$ cat src/rtl/opseq_pkg.sv
// -----------------------------------------------------------------------------
// opseq_pkg
// Shared definitions for the operand sequencer front end.
//   state_t : FSM state encoding, which is also the LED code driven on `estado`
//   W       : default operand width
//   SAT_MAX : saturation value for an unsigned sum that exceeds the operand range
// -----------------------------------------------------------------------------
package opseq_pkg;

    localparam int W = 8;

    localparam logic [8:0] SAT_MAX = 9'd255;

    typedef enum logic [1:0] {
        ST_LOAD_A = 2'd0,
        ST_LOAD_B = 2'd1,
        ST_CALC   = 2'd2,
        ST_SHOW   = 2'd3
    } state_t;

endpackage

$ cat src/rtl/button_conditioner.sv
// -----------------------------------------------------------------------------
// button_conditioner
// Turns a raw, bouncing, asynchronous pushbutton into a single-cycle press
// pulse: 2-FF synchroniser -> optional debouncer -> rising-edge detector.
//
// Optional feature macro: OPSEQ_DEBOUNCE_EN
//   defined   : a level must be stable for DEBOUNCE_CYCLES cycles before it is
//               accepted.
//   undefined : the synchroniser output feeds the edge detector directly.
//
// Ports
//   clk   in  system clock
//   rst_n in  asynchronous active-low reset
//   btn   in  raw pushbutton, active-high
//   press out one-cycle pulse on each accepted rising edge of the button
// -----------------------------------------------------------------------------
module button_conditioner #(
    parameter int DEBOUNCE_CYCLES = 500000
) (
    input  logic clk,
    input  logic rst_n,
    input  logic btn,
    output logic press
);

    logic sync0;
    logic sync1;
    logic level;
    logic level_q;

    always_ff @(posedge clk or negedge rst_n) begin
        if (!rst_n) begin
            sync0 <= 1'b0;
            sync1 <= 1'b0;
        end else begin
            sync0 <= btn;
            sync1 <= sync0;
        end
    end

`ifdef OPSEQ_DEBOUNCE_EN
    localparam int CNT_W = (DEBOUNCE_CYCLES > 1) ? $clog2(DEBOUNCE_CYCLES) : 1;
    localparam logic [CNT_W-1:0] CNT_LAST = CNT_W'(DEBOUNCE_CYCLES - 1);

    logic [CNT_W-1:0] cnt;
    logic             stable;

    // The counter only runs while the synchronised input disagrees with the
    // accepted level; any return to the accepted level restarts the window.
    always_ff @(posedge clk or negedge rst_n) begin
        if (!rst_n) begin
            cnt    <= '0;
            stable <= 1'b0;
        end else if (sync1 == stable) begin
            cnt <= '0;
        end else if (cnt == CNT_LAST) begin
            stable <= sync1;
            cnt    <= '0;
        end else begin
            cnt <= cnt + 1'b1;
        end
    end

    assign level = stable;
`else
    localparam int unused_debounce_cycles = DEBOUNCE_CYCLES;

    assign level = sync1;
`endif

    always_ff @(posedge clk or negedge rst_n) begin
        if (!rst_n) begin
            level_q <= 1'b0;
        end else begin
            level_q <= level;
        end
    end

    // A level that was already high when reset released still yields one
    // press, because level_q restarts from 0.
    assign press = level & ~level_q;

endmodule

$ cat src/rtl/operand_sequencer.sv
// -----------------------------------------------------------------------------
// operand_sequencer
// Front-end control stage for the signed-result seven-segment display.
// Steps through operand A entry, operand B entry, compute and show, and
// presents a registered W+1-bit two's-complement value to the display stage.
// In the load states the registered switch value is previewed on `resultado`.
//
// Optional feature macro: OPSEQ_DEBOUNCE_EN (selects the button debouncer).
//
// Ports
//   clk       in  system clock
//   rst_n     in  asynchronous active-low reset
//   sw        in  W-bit unsigned operand from the switches
//   op        in  0 = A+B, 1 = A-B; taken when B is accepted
//   btn       in  raw pushbutton, active-high
//   resultado out W+1-bit two's-complement result / preview
//   valid     out high while a computed result is shown
//   ovf       out saturation flag for the shown result
//   estado    out FSM state for the LEDs
// -----------------------------------------------------------------------------
module operand_sequencer #(
    parameter int DEBOUNCE_CYCLES = 500000,
    parameter int W               = 8
) (
    input  logic         clk,
    input  logic         rst_n,
    input  logic [W-1:0] sw,
    input  logic         op,
    input  logic         btn,
    output logic [W:0]   resultado,
    output logic         valid,
    output logic         ovf,
    output logic [1:0]   estado
);

    import opseq_pkg::*;

    localparam logic [W:0] SAT = {1'b0, {W{1'b1}}};

    state_t       state;
    logic [W-1:0] a;
    logic [W-1:0] b;
    logic         op_q;
    logic         press;

    button_conditioner #(
        .DEBOUNCE_CYCLES(DEBOUNCE_CYCLES)
    ) u_button (
        .clk  (clk),
        .rst_n(rst_n),
        .btn  (btn),
        .press(press)
    );

    // Returns {ovf, result}. Operands are zero-extended to W+1 bits; a
    // difference always fits, while an unsigned sum that reaches the top bit
    // has exceeded the W-bit range and is clamped.
    function automatic logic [W+1:0] calc_result(input logic [W-1:0] x,
                                                 input logic [W-1:0] y,
                                                 input logic         sub);
        logic signed [W:0] ex;
        logic signed [W:0] ey;
        logic signed [W:0] r;
        ex = signed'({1'b0, x});
        ey = signed'({1'b0, y});
        r  = sub ? (ex - ey) : (ex + ey);
        if (!sub && r[W]) begin
            return {1'b1, SAT};
        end
        return {1'b0, r};
    endfunction

    always_ff @(posedge clk or negedge rst_n) begin
        if (!rst_n) begin
            state     <= ST_LOAD_A;
            a         <= '0;
            b         <= '0;
            op_q      <= 1'b0;
            resultado <= '0;
            valid     <= 1'b0;
            ovf       <= 1'b0;
        end else begin
            case (state)
                ST_LOAD_A: begin
                    resultado <= {1'b0, sw};
                    valid     <= 1'b0;
                    if (press) begin
                        a     <= sw;
                        state <= ST_LOAD_B;
                    end
                end
                ST_LOAD_B: begin
                    resultado <= {1'b0, sw};
                    valid     <= 1'b0;
                    if (press) begin
                        b     <= sw;
                        op_q  <= op;
                        state <= ST_CALC;
                    end
                end
                // Single cycle; a press arriving here is dropped.
                ST_CALC: begin
                    {ovf, resultado} <= calc_result(a, b, op_q);
                    valid            <= 1'b1;
                    state            <= ST_SHOW;
                end
                ST_SHOW: begin
                    if (press) begin
                        a     <= '0;
                        b     <= '0;
                        ovf   <= 1'b0;
                        valid <= 1'b0;
                        state <= ST_LOAD_A;
                    end
                end
                default: state <= ST_LOAD_A;
            endcase
        end
    end

    assign estado = state;

endmodule

$ cat config.mk
export PLATFORM = sky130hd
export DESIGN_NAME = operand_sequencer
export DESIGN_NICKNAME = d
export VERILOG_FILES = /design/src/rtl/opseq_pkg.sv /design/src/rtl/button_conditioner.sv /design/src/rtl/operand_sequencer.sv
export SDC_FILE = /design/constraint.sdc
export NUM_CORES = 1
export LEC_CHECK = 0
export ABC_AREA = 1
export ABC_CLOCK_PERIOD_IN_PS = 4690
export BUFFER_PORTS_ARGS = -buffer_cell sky130_fd_sc_hd__buf_4
export CAP_MARGIN = 30
export CORE_ASPECT_RATIO = 1.4
export CORE_UTILIZATION = 32
export CTS_CLUSTER_SIZE = 12
export DETAILED_ROUTE_END_ITERATION = 16
export PLACE_DENSITY = 0.59
export RECOVER_POWER = 25
export REMOVE_ABC_BUFFERS = 1
export SYNTH_ARGS = -nofsm -noshare
export SYNTH_HDL_FRONTEND = slang
export SYNTH_SLANG_ARGS = --single-unit
$ cat constraint.sdc
create_clock -name clk -period 4.69 [get_ports clk]
set_input_delay 0.938 -clock clk [delete_from_list [all_inputs] [get_ports clk]]
set_output_delay 0.938 -clock clk [all_outputs]
set_load 0.03 [all_outputs]
# ---- After elaboration in Yosys (flattened, before gate mapping)
# Index checks and enable logic that the tools add are counted.
dict set report totals {
  reg_bits 33
  out_inout_bits 13
}
dict set report classes {
  n_addsub 2
  muxes 17
  bitwise 2
  n_reduce_logical 13
  eq_ne 6
}
# cell n
set ops {}
lappend ops {{case mux 8 bit (2 select lines)} 2}
lappend ops {{2-to-1 mux 10 bit} 2}
lappend ops {{case mux 9 bit (2 select lines)} 1}
lappend ops {{2-to-1 mux 8 bit} 2}
lappend ops {{adder 8 x 8 -> 9 bit} 1}
lappend ops {{2-to-1 mux 9 bit} 1}
lappend ops {{AND reduction 3 bit} 3}
lappend ops {{subtractor 8 x 8 -> 9 bit} 1}
lappend ops {{case mux 2 bit (4 select lines)} 1}
lappend ops {{nonzero test 2 bit} 4}
lappend ops {{2-to-1 mux 2 bit} 3}
lappend ops {{inequality test 2 bit, second input constant} 3}
lappend ops {{== test 2 bit, second input constant} 2}
lappend ops {{AND reduction 2 bit} 2}
lappend ops {{2-to-1 mux 1 bit} 3}
lappend ops {{case mux 1 bit (3 select lines)} 1}
lappend ops {{== test 2 x 1 -> 1 bit, second input constant} 1}
lappend ops {{logical NOT 2 bit} 1}
lappend ops {{case mux 1 bit (2 select lines)} 1}
lappend ops {{OR reduction 2 bit} 1}
lappend ops {{bitwise AND 1 bit} 1}
lappend ops {{logical AND 1 bit} 1}
lappend ops {{logical NOT 1 bit} 1}
lappend ops {{NOT 1 bit} 1}

# ---- Logic depth before layout (Yosys ltp)
dict set report depth {
  depth_word 7
  depth_mapped 17
  ltp_nobuf 17
}

# ---- Cells and area by module
# From an unflattened synthesis, not the netlist that was laid out.
dict set report hier_totals {
  hier_cells 259
  area_unflattened_um2 2072.0
}
# mod seq_area_each_um2 cells_each n_inst area_each_um2
set modules_own_cells {}
lappend modules_own_cells {operand_sequencer 750.7 254 1 1986.9}
lappend modules_own_cells {button_conditioner 75.1 5 1 85.1}

# ---- Worst setup path before layout
# Ideal clock, no wire load.
dict set report synth_path {
  path_type {reg-to-reg}
  startpoint {reg b[0]}
  endpoint {reg resultado[7]}
  path_slack_ps 2501
  setup_time_ps 117
  path_stages_with_launch 15
  arrival_ps 2073
  path_cell_list {dfrtp_1 inv_1 ha_1 nand2_1 o31ai_1 xor2_1 ha_1 nand2_2 inv_1 a21oi_2 nand3_1 nand3_4 nand3_1 nand2_1 nand2_1}
}
dict set report synth_between {
  elab_chain_len 7
}
# element line
set synth_rtl {}
lappend synth_rtl {{start: declaration} operand_sequencer.sv:42} ;# logic [W-1:0] b;
lappend synth_rtl {{start signal: assignment} operand_sequencer.sv:96} ;# b <= sw;
lappend synth_rtl {{adder 8 x 8 -> 9 bit / subtractor 8 x 8 -> 9 bit (equally long branches)} operand_sequencer.sv:66} ;# r = sub ? (ex - ey) : (ex + ey);
lappend synth_rtl {{2-to-1 mux 9 bit *} operand_sequencer.sv:66}
lappend synth_rtl {{logical AND 1 bit} operand_sequencer.sv:67} ;# if (!sub && r[W]) begin
lappend synth_rtl {{2-to-1 mux 1 bit} operand_sequencer.sv:67}
lappend synth_rtl {{2-to-1 mux 1 bit} operand_sequencer.sv:83} ;# case (state)
lappend synth_rtl {{2-to-1 mux 10 bit *} operand_sequencer.sv:70} ;# return {1'b0, r};
lappend synth_rtl {{case mux 9 bit (2 select lines) *} operand_sequencer.sv:83}
lappend synth_rtl {{end signal: assignment} operand_sequencer.sv:85} ;# resultado <= {1'b0, sw};
lappend synth_rtl {{end signal: assignment} operand_sequencer.sv:93} ;# resultado <= {1'b0, sw};
lappend synth_rtl {{end signal: assignment} operand_sequencer.sv:103} ;# {ovf, resultado} <= calc_result(a, b, op_q);
lappend synth_rtl {{end: declaration} operand_sequencer.sv:30} ;# output logic [W:0] resultado,
# Every way passes the cells marked *; elsewhere a longest branch is shown, timed or not. The select of a mux whose other input is x is not followed.
# A chain may end at the register's enable or synchronous reset.

# ---- Worst setup path in the final report
dict set report layout_path {
  startpoint {reg b[0]}
  endpoint {reg resultado[3]}
}
# Same word-level chain as after synthesis.

==> impl_metrics.env <==
export IMPL_yosysTopAreaCell="dfrtp_1"
export IMPL_multiInputGateArea_sq_mm=0.001050
export IMPL_post_cts_buffers=0
export IMPL_initial_core_util_pct=33.32
export IMPL_grt_max_degree=34
export IMPL_async_reset_ff_share_pct=100.0
export IMPL_synth_top_area_share_pct=39.90
export IMPL_synth_ff_type="dfrtp_1"
export IMPL_drt_iter0_drc=54
export IMPL_final_nets=311
export IMPL_grt_total_usage_pct=15.10
export IMPL_core_area_sq_mm=0.006211
export IMPL_cp_top_family="simple AND/OR/NAND/NOR gates"
export IMPL_fin_crit_ps=2512
export IMPL_slowest_delay_ps=390
export IMPL_rows=34
export IMPL_worst_path_buf_inv=2
export IMPL_drv_cap=1
export IMPL_finalHoldViolations=0
export IMPL_grt_pass1_vias=1741
export IMPL_dp_hpwl_microns=3464
export IMPL_die_h_microns=97.15
export IMPL_synth_edff_count=0
export IMPL_dr_pass1_iters=4
export IMPL_syn_inst=258
export IMPL_fillCellCount=671
export IMPL_worstPathCellList="inv_1 > ha_1 > nand2_1 > o31ai_1 > xor2_1 > ha_1 > nand2_2 > inv_1 > a21oi_2 > nand3_1 > nand3_4 > nand3_1 > nand2_1 > nand2_1"
export IMPL_syn_to_final_growth_pct=14.09
export IMPL_cts_resized_gates=0
export IMPL_outcome="finished with violations"
export IMPL_hold_class="flip-flop to flip-flop"
export IMPL_synth_seq_cells=33
export IMPL_critPathKind="flip-flop to flip-flop"
export IMPL_drive_above_1_share_pct=16.14
export IMPL_clock_sinks=33
export IMPL_ant_nets=0
export IMPL_skew_ps=6.657
export IMPL_ys_warn_count=0
export IMPL_synth_common_cells="nand2_1 (74), inv_1 (35), dfrtp_1 (33)"
export IMPL_clockRootBuffer="clkbuf_8"
export IMPL_vias_per_cell=4.787
export IMPL_drc=0
export IMPL_finalSetupTns_ps=0
export IMPL_slowest_stage="dfrtp_1"
export IMPL_cts_max_level=2
export IMPL_cpMostUsedCell="nand2_1"
export IMPL_slew_headroom_pct=-22.99
export IMPL_ios=25
export IMPL_worst_slew_pin_slew_ps=1845
export IMPL_antenna_cells=0
export IMPL_violations="capacitance limit, slew limit"
export IMPL_clk_latency_ps=290
export IMPL_cp_required_ps=4880
export IMPL_synth_most_common_cell="nand2_1"
export IMPL_setup_viol=0
export IMPL_syn_cell_area_sq_mm=0.002069
export IMPL_worstSetupEndpointType="flip-flop"
export IMPL_wl_per_cell_microns=13.07
export IMPL_clock_path_buffers=2
export IMPL_vias=1709
export IMPL_die_w_microns=69.97
export IMPL_slew_violations=34
export IMPL_whs_ps=364.3
export IMPL_ys_seq_area_share_pct=39.90
export IMPL_cts_tree="yes"
export IMPL_syn_mean_instance_area_sq_um=8.021
export IMPL_crit_arrival_ps=2700
export IMPL_max_freq_mhz=398.1
export IMPL_routabilityCongestion=0.8433
export IMPL_drt_wl_total_microns=4665
export IMPL_grt_pass1_wl_microns=8073
export IMPL_startpoint_type="flip-flop"
export IMPL_regArea_sq_um=825.8
export IMPL_rsz0062_at_grt="false"
export IMPL_grt_ovfl_total=0
export IMPL_antenna_found_initial=0
export IMPL_cts_buffers=5
export IMPL_yosysUniqueCellTypes=30
export IMPL_crit_fanout=9
export IMPL_die_area_sq_mm=0.006797
export IMPL_hold_buffers=0
export IMPL_io_buffers=24
export IMPL_clk_pin_slew_ps=70
export IMPL_period_share_pct=53.56
export IMPL_synthTopCellsByArea="dfrtp_1 (40%), nand2_1 (13%), ha_1 (8.5%), inv_1 (6.3%), mux2_2 (4.4%)"
## area by class of cell
cell class              count  share of cell area (%)
clock buffers               8                   3.392
inverters                  37                   5.882
multi-input cells         183                   44.46
flip-flops and latches     33                   34.98
well taps                  72                   3.816
repair buffers             24                   7.472
## flip-flops by register name, indices dropped and copies added, names as in the netlist
name	flops
a	8
op_q	1
u_button.level_q	1
ovf	1
valid	1
u_button.level	1
u_button.sync0	1
resultado	9
estado	2
b	8
## kinds of logic (layout without fill, tap and decap cells)
family	Yosys count	in the layout	share of synthesized area (%)
and+or+nand+nor	118	118	24.73
buffers and inverters	42	69	9.371
AOI/OAI and AO/OA	34	34	8.827
DFF	33	33	39.90
adders and majority gates	15	15	9.432
xor gates and xnor gates	8	8	3.386
muxes	8	8	4.353
## through the flow
step | cells | instance area, sq um | utilization [%] | worst slack, ps
after floorplan | 253 | 2014 | - | 2494
after global placement | 349 | 2285 | 36.78 | 2174
after detailed placement | 349 | 2285 | 36.78 | 2165
after CTS | 357 | 2365 | 38.07 | 2150
after global routing | 357 | 2361 | 38.01 | 1903
final | 357 | 2361 | 38.01 | 2178
## cell usage in the layout (no fill, tap or decap)
cell      count
clkbuf_1      4
xor2_1        6
nand2_2       3
nand3_4       1
a21oi_1      15
nor2_1       20
or2_2         1
clkbuf_4      1
mux2_2        8
nor2_4        1
xnor2_1       2
nand3_2       1
nand3b_1      3
clkinv_1      1
nor3_1        1
nand2_1      74
buf_4        22
a21oi_2       1
nor2_2        1
or2_1         1
ha_1         14
inv_1        35
inv_2         1
o21ai_0      15
clkbuf_8      5
dfrtp_1      33
o41ai_1       1
o31ai_1       2
nand3_1      11
fa_1          1
## metal layers
layer	track usage, %	up-vias	share of wire (%)
met5	0	-	0
met4	6.000	0	2.1
met3	2.801	8	2.3
met2	26.63	26	54
met1	17.80	816	42
li1	-	859	-
## worst paths after layout
kind	cells after the start	slack, ps	end	from
max in group asynchronous	1	2480	b[2]	rst_n
setup reg to reg	14	2180	resultado[3]	b[0]
hold reg to reg	0	360	u_button.level	u_button.sync0
hold / removal	0	360	u_button.level	u_button.sync0
min in group asynchronous	1	1140	estado[0]	rst_n
setup / recovery	14	2180	resultado[3]	b[0]
Power is left out: the tool's default activity adds up to more than one toggle a clock period on the data nets, which glitch-free logic cannot reach.
